File: config.mk
export PLATFORM = sky130hd
export DESIGN_NAME = head_gbus_arbiter_flat
export DESIGN_NICKNAME = d
export VERILOG_FILES = /design/src/rtl/head_gbus_arbiter_pkg.sv /design/src/rtl/head_gbus_arbiter_if.sv /design/src/rtl/gbus_arb_fifo.sv /design/src/rtl/head_gbus_arbiter.sv /design/src/flat_wrapper.sv
export SDC_FILE = /design/constraint.sdc
export NUM_CORES = 2
export LEC_CHECK = 0
export CAP_MARGIN = 0
export CORE_UTILIZATION = 47
export DETAILED_ROUTE_END_ITERATION = 8
export GPL_ROUTABILITY_DRIVEN = 1
export PLACE_DENSITY = 0.71
export SLEW_MARGIN = 40
export SYNTH_ARGS = -nofsm -noshare
export SYNTH_HDL_FRONTEND = slang
export SYNTH_SLANG_ARGS = --single-unit
File: constraint.sdc
create_clock -name clk -period 6.9 [get_ports clk]
set_input_delay 0.69 -clock clk [delete_from_list [all_inputs] [get_ports clk]]
set_output_delay 0.69 -clock clk [all_outputs]
set_load 0.01 [all_outputs]
File: src/rtl/head_gbus_arbiter_pkg.sv
// Shared gbus definitions: widths, per-write bundle.
// Imported by core_top and head-level gbus blocks.
package head_gbus_arbiter_pkg;

  localparam int GBUS_ADDR_WIDTH     = 19;
  localparam int GBUS_DATA_WIDTH     = 32;
  localparam int BUS_CORE_ADDR_WIDTH = 13;

  typedef struct packed {
    logic [GBUS_ADDR_WIDTH-1:0] addr;
    logic [GBUS_DATA_WIDTH-1:0] data;
  } gbus_wr_t;

endpackage

File: src/rtl/head_gbus_arbiter_if.sv
// Gbus merge bundle: packed per-core write inputs,
// downstream stall and merged head write outputs.
interface head_gbus_arbiter_if
  import head_gbus_arbiter_pkg::*;
#(
  parameter int CORE_NUM = 16
);

  logic [CORE_NUM*GBUS_ADDR_WIDTH-1:0] core_gbus_addr;
  logic [CORE_NUM-1:0]                 core_gbus_wen;
  logic [CORE_NUM*GBUS_DATA_WIDTH-1:0] core_gbus_wdata;
  logic                                head_gbus_stall;
  logic [GBUS_ADDR_WIDTH-1:0]          head_gbus_addr;
  logic                                head_gbus_wen;
  logic [GBUS_DATA_WIDTH-1:0]          head_gbus_wdata;

  modport master (
    output core_gbus_addr,
    output core_gbus_wen,
    output core_gbus_wdata,
    output head_gbus_stall,
    input  head_gbus_addr,
    input  head_gbus_wen,
    input  head_gbus_wdata
  );

  modport slave (
    input  core_gbus_addr,
    input  core_gbus_wen,
    input  core_gbus_wdata,
    input  head_gbus_stall,
    output head_gbus_addr,
    output head_gbus_wen,
    output head_gbus_wdata
  );

endinterface

File: src/rtl/gbus_arb_fifo.sv
// Per-core write buffer: DEPTH-entry circular FIFO.
// Ports: push/pop/flush in, head entry, full/empty/drop out.
module gbus_arb_fifo
  import head_gbus_arbiter_pkg::*;
#(
  parameter int DEPTH = 4
) (
  input  logic     clk,
  input  logic     rst_n,
  input  logic     flush_i,
  input  logic     push_i,
  input  logic     pop_i,
  input  gbus_wr_t wr_i,
  output gbus_wr_t rd_o,
  output logic     full_o,
  output logic     empty_o,
  output logic     drop_o
);

  localparam int PW = $clog2(DEPTH);

  gbus_wr_t      mem_q [DEPTH];
  logic [PW:0]   wp_q, wp_d;
  logic [PW:0]   rp_q, rp_d;
  logic          push_ok;
  logic          pop_ok;

  assign empty_o = (wp_q == rp_q);
  assign full_o  = (wp_q[PW] != rp_q[PW]) &&
                   (wp_q[PW-1:0] == rp_q[PW-1:0]);

  // A pop on the same edge frees the slot a full push needs.
  assign pop_ok  = pop_i && !empty_o;
  assign push_ok = push_i && (!full_o || pop_ok);
  assign drop_o  = push_i && !push_ok && !flush_i;
  assign rd_o    = mem_q[rp_q[PW-1:0]];

  always_comb begin
    wp_d = wp_q;
    rp_d = rp_q;
    if (flush_i) begin
      wp_d = '0;
      rp_d = '0;
    end else begin
      if (push_ok) wp_d = wp_q + 1'b1;
      if (pop_ok)  rp_d = rp_q + 1'b1;
    end
  end

  always_ff @(posedge clk or negedge rst_n) begin
    if (!rst_n) begin
      wp_q <= '0;
      rp_q <= '0;
    end else begin
      wp_q <= wp_d;
      rp_q <= rp_d;
    end
  end

  always_ff @(posedge clk) begin
    if (push_ok && !flush_i)
      mem_q[wp_q[PW-1:0]] <= wr_i;
  end

endmodule

File: src/rtl/head_gbus_arbiter.sv
// Merges CORE_NUM buffered core gbus write streams into one
// round-robin head stream. Ports: clk, rstn, flush, bus
// (slave), ovf_sticky, busy; HEAD_GBUS_ARB_PERF_EN adds
// perf_grant_cnt / perf_stall_cnt.
module head_gbus_arbiter
  import head_gbus_arbiter_pkg::*;
#(
  parameter int CORE_NUM   = 16,
  parameter int FIFO_DEPTH = 4
) (
  input  logic                clk,
  input  logic                rstn,
  input  logic                flush,
  head_gbus_arbiter_if.slave  bus,
  output logic [CORE_NUM-1:0] ovf_sticky,
`ifdef HEAD_GBUS_ARB_PERF_EN
  output logic [31:0]         perf_grant_cnt,
  output logic [31:0]         perf_stall_cnt,
`endif
  output logic                busy
);

  localparam int AW = GBUS_ADDR_WIDTH;
  localparam int DW = GBUS_DATA_WIDTH;
  localparam int PW = $clog2(CORE_NUM);

  gbus_wr_t            fifo_wr [CORE_NUM];
  gbus_wr_t            fifo_rd [CORE_NUM];
  logic [CORE_NUM-1:0] empty;
  logic [CORE_NUM-1:0] full;
  logic [CORE_NUM-1:0] drop;
  logic [CORE_NUM-1:0] pop;
  logic [CORE_NUM-1:0] ne;

  logic [PW-1:0]       rr_q, rr_d;
  logic [AW-1:0]       addr_q, addr_d;
  logic [DW-1:0]       data_q, data_d;
  logic                wen_q, wen_d;
  logic [CORE_NUM-1:0] ovf_q, ovf_d;

  for (genvar g = 0; g < CORE_NUM; g++) begin : g_fifo
    assign fifo_wr[g] = '{
      addr: bus.core_gbus_addr[g*AW +: AW],
      data: bus.core_gbus_wdata[g*DW +: DW]
    };

    gbus_arb_fifo #(
      .DEPTH (FIFO_DEPTH)
    ) u_fifo (
      .clk     (clk),
      .rst_n   (rstn),
      .flush_i (flush),
      .push_i  (bus.core_gbus_wen[g]),
      .pop_i   (pop[g]),
      .wr_i    (fifo_wr[g]),
      .rd_o    (fifo_rd[g]),
      .full_o  (full[g]),
      .empty_o (empty[g]),
      .drop_o  (drop[g])
    );
  end

  assign ne = ~empty;

  // Rotate so rr_q sits at bit 0, pick lowest set bit,
  // then rotate the offset back to a core index.
  logic [2*CORE_NUM-1:0] dbl;
  logic [CORE_NUM-1:0]   rot;
  logic [PW-1:0]         off;
  logic                  hit;
  logic [PW:0]           sum;
  logic [PW-1:0]         win;
  logic                  grant;

  assign dbl = {ne, ne} >> rr_q;
  assign rot = dbl[CORE_NUM-1:0];

  always_comb begin
    off = '0;
    hit = 1'b0;
    for (int i = CORE_NUM-1; i >= 0; i--) begin
      if (rot[i]) begin
        off = PW'(i);
        hit = 1'b1;
      end
    end
  end

  always_comb begin
    sum = {1'b0, rr_q} + {1'b0, off};
    if (sum >= (PW+1)'(CORE_NUM))
      sum = sum - (PW+1)'(CORE_NUM);
  end

  assign win   = sum[PW-1:0];
  assign grant = hit && !bus.head_gbus_stall;

  always_comb begin
    pop = '0;
    if (grant) pop[win] = 1'b1;
  end

  always_comb begin
    rr_d   = rr_q;
    addr_d = addr_q;
    data_d = data_q;
    wen_d  = 1'b0;
    ovf_d  = ovf_q | drop;
    if (flush) begin
      rr_d   = '0;
      addr_d = '0;
      data_d = '0;
      ovf_d  = '0;
    end else if (grant) begin
      addr_d = fifo_rd[win].addr;
      data_d = fifo_rd[win].data;
      wen_d  = 1'b1;
      if (win == PW'(CORE_NUM-1))
        rr_d = '0;
      else
        rr_d = win + PW'(1);
    end
  end

  always_ff @(posedge clk or negedge rstn) begin
    if (!rstn) begin
      rr_q   <= '0;
      addr_q <= '0;
      data_q <= '0;
      wen_q  <= 1'b0;
      ovf_q  <= '0;
    end else begin
      rr_q   <= rr_d;
      addr_q <= addr_d;
      data_q <= data_d;
      wen_q  <= wen_d;
      ovf_q  <= ovf_d;
    end
  end

  assign bus.head_gbus_addr  = addr_q;
  assign bus.head_gbus_wdata = data_q;
  assign bus.head_gbus_wen   = wen_q;
  assign ovf_sticky          = ovf_q;
  assign busy                = (|ne) || wen_q;

`ifdef HEAD_GBUS_ARB_PERF_EN
  logic [31:0] pg_q, pg_d;
  logic [31:0] ps_q, ps_d;

  always_comb begin
    pg_d = pg_q;
    ps_d = ps_q;
    if (flush) begin
      pg_d = '0;
      ps_d = '0;
    end else begin
      if (grant && pg_q != '1)
        pg_d = pg_q + 32'd1;
      if (bus.head_gbus_stall && (|ne) && ps_q != '1)
        ps_d = ps_q + 32'd1;
    end
  end

  always_ff @(posedge clk or negedge rstn) begin
    if (!rstn) begin
      pg_q <= '0;
      ps_q <= '0;
    end else begin
      pg_q <= pg_d;
      ps_q <= ps_d;
    end
  end

  assign perf_grant_cnt = pg_q;
  assign perf_stall_cnt = ps_q;
`endif

endmodule

File: src/flat_wrapper.sv
// flat-port wrapper written by rule: the top's interface ports become plain ports
module head_gbus_arbiter_flat import head_gbus_arbiter_pkg::*;
#(
  parameter int CORE_NUM   = 16,
  parameter int FIFO_DEPTH = 4
)
  (clk, rstn, flush, ovf_sticky, busy, bus_core_gbus_addr, bus_core_gbus_wen, bus_core_gbus_wdata, bus_head_gbus_stall, bus_head_gbus_addr, bus_head_gbus_wen, bus_head_gbus_wdata);
  head_gbus_arbiter_if #(.CORE_NUM(CORE_NUM)) bus_i ();
  input  logic clk;
  input  logic rstn;
  input  logic flush;
  output logic [CORE_NUM-1:0] ovf_sticky;
  output logic busy;
  input wire logic [$bits(bus_i.core_gbus_addr)-1:0] bus_core_gbus_addr;
  input wire logic [$bits(bus_i.core_gbus_wen)-1:0] bus_core_gbus_wen;
  input wire logic [$bits(bus_i.core_gbus_wdata)-1:0] bus_core_gbus_wdata;
  input wire logic [$bits(bus_i.head_gbus_stall)-1:0] bus_head_gbus_stall;
  output wire logic [$bits(bus_i.head_gbus_addr)-1:0] bus_head_gbus_addr;
  output wire logic [$bits(bus_i.head_gbus_wen)-1:0] bus_head_gbus_wen;
  output wire logic [$bits(bus_i.head_gbus_wdata)-1:0] bus_head_gbus_wdata;
  assign bus_i.core_gbus_addr = bus_core_gbus_addr;
  assign bus_i.core_gbus_wen = bus_core_gbus_wen;
  assign bus_i.core_gbus_wdata = bus_core_gbus_wdata;
  assign bus_i.head_gbus_stall = bus_head_gbus_stall;
  assign bus_head_gbus_addr = bus_i.head_gbus_addr;
  assign bus_head_gbus_wen = bus_i.head_gbus_wen;
  assign bus_head_gbus_wdata = bus_i.head_gbus_wdata;
  head_gbus_arbiter #(.CORE_NUM(CORE_NUM), .FIFO_DEPTH(FIFO_DEPTH)) u_core (.clk(clk), .rstn(rstn), .flush(flush), .bus(bus_i), .ovf_sticky(ovf_sticky), .busy(busy));
endmodule
==> flow_metrics.tcl <==
set metrics [dict create \
    dieWidth_um 542 \
    wl_per_cell_um 35.0 \
    synth_edf_count 3264 \
    crit_type "reg -> reg" \
    synth_ff_type "edfxtp_1" \
    regToRegStartpoint "u_core.g_fifo[14].u_fifo.wp_q[1]$_DFFE_PN0P_" \
    reg2regPathDepth 19 \
    hpwl_mm 286 \
    synthTopCellsByCount "edfxtp_1, mux4_2, nand2_1, clkbuf_1, dfrtp_1" \
    synth_top_area_cell "edfxtp_1" \
    rsz0062_at_grt "no" \
    post_cts_buffers 0 \
    coreArea_um2 289000 \
    drive_above_1_share_pct 25.2 \
    viasPerCell 6.19 \
    min-delay-start "flush" \
    seq_power_share_pct 33.9 \
    die_h_um 542 \
    critPathMaxFanout 30 \
    crit_family "compound AO/OA/AOI/OAI gates" \
    max_stage_delay_ns 0.61 \
    synth_most_common_cell "edfxtp_1" \
    crit_path_start_kind "flip-flop" \
    ys_seq_area_share_pct 74.5 \
    nFillCells 20900 \
    min_to "u_core.g_fifo[7].u_fifo.rp_q[2]$_DFFE_PN0P_" \
    fp.dieArea_um2 294000 \
    yosysWarnings 0 \
    synth.avg_cell_area_um2 21.6 \
    gr-total-overflow 0 \
    max_slew.worst_pin.slew_ns 0.867 \
    initial_utilization_pct 47.4 \
    drc 0 \
    cts_root_buf "clkbuf_16" \
    fmax_mhz 151 \
    cts_sinks 3432 \
    syn_nets 7285 \
    cts_tree "yes" \
    synthSimpleGateAreaFrac_pct 2.78 \
    hold_viol 0 \
    grt_pass1_vias 72000 \
    status "finished, final reports clean" \
    ctsHtreeMaxLevel 5 \
    cts_buffers 352 \
    setup_viol 0 \
    cellPowerDensity_nw_per_um2 439 \
    path_cells "xnor2_1 -> and3_1 -> mux2i_1 -> mux2_2 -> mux4_2 -> o311ai_0 -> o21ai_0 -> a22oi_1 -> a211oi_2 -> ha_1 -> a21o_1 -> a21oi_1 -> xnor2_2 -> buf_4 -> o2111ai_1 -> nand2_1 -> a21o_1 -> and3_2 -> buf_12" \
    synth_mux_area_share_pct 17.9 \
    synth_top_family_by_area "multiplexers" \
    num-nets-final 8484 \
    port_buffers 904 \
    routed_wl_mm 414 \
    arrival_ns 7.22 \
    cts.path.max_buffers 4 \
    initialDrtViolationCount 10000 \
    post-route-util_pct 57.0 \
    hold_depth 2 \
    io_pins 905 \
    relSlewSlack_pct 40.5 \
    endpoint_kind "flip-flop" \
    r2r_setup_slack_ns 0.28 \
    max-cap-violations 0 \
    synth_xor_area_share_pct 0.676 \
    ys_top_cells_by_area "edfxtp_1, mux4_2, dfrtp_1, mux2i_1, nand2_1" \
    async_flop_share_pct 4.90 \
    cp_num_buf_inv 2 \
    synth.distinct_cells 88 \
    hp-class "in -> reg" \
    power_switching_mw 26.8 \
    ys_seq_elements 3432 \
    grt_max_degree 111 \
    syn-cell-area_um2 137000 \
    rows 197 \
    p_leak_nw 52.8 \
    swShare_pct 37.1 \
    p_clk_share_pct 25.8 \
    finalMaxSlewViolations 0 \
    worst_ir_drop_vdd_mv 0.833 \
    clock_latency_ns 0.95 \
    synth_compound_area_share_pct 2.04 \
    synth_top_area_share_pct 71.5 \
    synth-adder-area-share_pct 0.808 \
    setup_tns_ns 0 \
    antenna_found_initial 266 \
    antenna_left 0 \
    min_period_over_period_pct 95.9 \
    p_comb_share_pct 40.3 \
    grt_usage_pct 28.0 \
    clock_skew_ns 0.0492 \
    synthCells 6361 \
    area_delta_synth_final_pct 20.1 \
    cellInternalPower_mw 45.4 \
    timing.rr.end "u_core.g_fifo[11].u_fifo.mem_q[0][44]$_DFFE_PP_" \
    min_period_ns 6.62 \
    clkTransAtPathRegs_ns 0.06 \
    vias 73100 \
    slowest_stage "and3_2" \
    cpMostUsedCell "a21o_1" \
    dr.pass1.iters 5 \
    grt_first_pass_wirelength_mm 569 \
    place.gp.congestion 0.906 \
    cp.required_ns 7.51 \
]
## layout make-up
cell class,instances,area [µm²],share of cell area [%]
multi-input cells,2519,33400,20.3
diodes,86,215,0.131
clock buffers,455,9510,5.77
clock inverters,191,1810,1.10
flip-flops and latches,3432,102000,62.1
repair buffers,1205,12400,7.53
inverters,50,196,0.119
well taps,3880,4850,2.95
## metrics by stage
step / setup WS [ns] / total power, mW / hold slack [ns] / cell area, µm² / cells
2_1_floorplan: 0.163 / 40.3 / 0.394 / 137000 / 6361
3_3_place_gp: 0.0266 / 53.9 / 0.476 / 153000 / 11100
3_5_place_dp: 0.0299 / 54.2 / 0.478 / 153000 / 11100
4_1_cts: 0.0378 / 72.7 / 0.275 / 164000 / 11700
5_1_grt: 0.0129 / 74.1 / 0.349 / 165000 / 11800
6_report: 0.282 / 72.3 / 0.330 / 165000 / 11800
## state kept, by name, indices dropped and copies added, names as in the netlist
register	flops
u_core.g_fifo.u_fifo.rp_q	48
u_core.g_fifo.u_fifo.wp_q	48
u_core.bus.head_gbus_wdata	32
u_core.bus.head_gbus_addr	19
u_core.ovf_sticky	16
u_core.bus.head_gbus_wen	1
u_core.rr_q	4
u_core.g_fifo.u_fifo.mem_q	3264
## layer usage
| metal | track usage (%) | part of all wire [%] |
|---|---|---|
| met5 | 0 | 0.36 |
| met1 | 36.2 | 36 |
| met3 | 9.43 | 12 |
| met2 | 44.4 | 48 |
| met4 | 9.72 | 3.9 |
## timing repair
action                                  in CTS  in global routing
hold endpoints to repair                    50                  0
gates resized for setup                      1                 14
endpoints found under the setup margin      91               1027
hold buffers                                 1                  0
## worst max-delay path by stage
stage	start	endpoint	cells past startpoint	slack, ns
floorplan	u_core.g_fifo[7].u_fifo.rp_q[1]$_DFFE_PN0P_	u_core.g_fifo[13].u_fifo.mem_q[0][0]$_DFFE_PP_	22	0.16
global placement	u_core.g_fifo[15].u_fifo.rp_q[0]$_DFFE_PN0P_	u_core.g_fifo[1].u_fifo.mem_q[0][36]$_DFFE_PP_	23	0.03
detailed placement	u_core.g_fifo[15].u_fifo.wp_q[1]$_DFFE_PN0P_	u_core.g_fifo[1].u_fifo.mem_q[0][36]$_DFFE_PP_	23	0.03
CTS	u_core.g_fifo[15].u_fifo.wp_q[1]$_DFFE_PN0P_	u_core.g_fifo[12].u_fifo.mem_q[1][19]$_DFFE_PP_	22	0.04
global route	u_core.g_fifo[14].u_fifo.rp_q[0]$_DFFE_PN0P_	u_core.g_fifo[1].u_fifo.mem_q[0][30]$_DFFE_PP_	20	0.01
finish	u_core.g_fifo[14].u_fifo.wp_q[1]$_DFFE_PN0P_	u_core.g_fifo[11].u_fifo.mem_q[0][44]$_DFFE_PP_	19	0.28
## cell families (layout without fill, tap and decap cells)
| logic type | count (synthesis) | in the layout |
|---|---|---|
| simple gates | 810 | 810 |
| other cells | 0 | 86 |
| flops | 3432 | 3432 |
| mux | 1161 | 1161 |
| compound gates | 358 | 358 |
| xor+xnor | 102 | 102 |
| fa+ha+maj | 88 | 88 |
| buf+inv | 410 | 1901 |
## cells in the final DEF (no fill, tap or decap), drive strengths merged, types with 10 or more instances in the layout
| cell type | netlist | layout |
|---|---|---|
| a21boi | 21 | 21 |
| xor2 | 31 | 31 |
| edfxtp | 3264 | 3264 |
| o311ai | 71 | 71 |
| o2bb2ai | 10 | 10 |
| dfrtp | 168 | 168 |
| and3 | 139 | 139 |
| buf | 125 | 302 |
| nor3 | 43 | 43 |
| nand3 | 79 | 79 |
| diode | 0 | 86 |
| xnor2 | 71 | 71 |
| a21oi | 62 | 62 |
| or3 | 10 | 10 |
| ha | 87 | 87 |
| bufinv | 0 | 24 |
| mux2i | 122 | 122 |
| nand4 | 34 | 34 |
| clkdlybuf4s50 | 0 | 902 |
| nand2 | 312 | 312 |
| a31oi | 13 | 13 |
| a211oi | 12 | 12 |
| clkinv | 1 | 147 |
| clkbuf | 235 | 455 |
| o21ai | 21 | 21 |
| nor2 | 145 | 145 |
| mux4 | 1032 | 1032 |
| o31ai | 54 | 54 |
| o2111ai | 26 | 26 |
| clkinvlp | 0 | 11 |
| inv | 49 | 59 |
| nor2b | 17 | 17 |
## power by group through the flow
| stage | sequential, mW | clock [mW] | combinational, mW |
|---|---|---|---|
| final | 24.5 | 18.7 | 29.1 |
| after global routing | 24.5 | 19.6 | 30.0 |
| after CTS | 24.5 | 18.9 | 29.4 |
| after detailed placement | 24.9 | 0 | 29.3 |
| after global placement | 24.8 | 0 | 29.1 |
| after floorplan | 24.7 | 0 | 15.6 |
No activity file was read; power rests on OpenSTA's default activity.
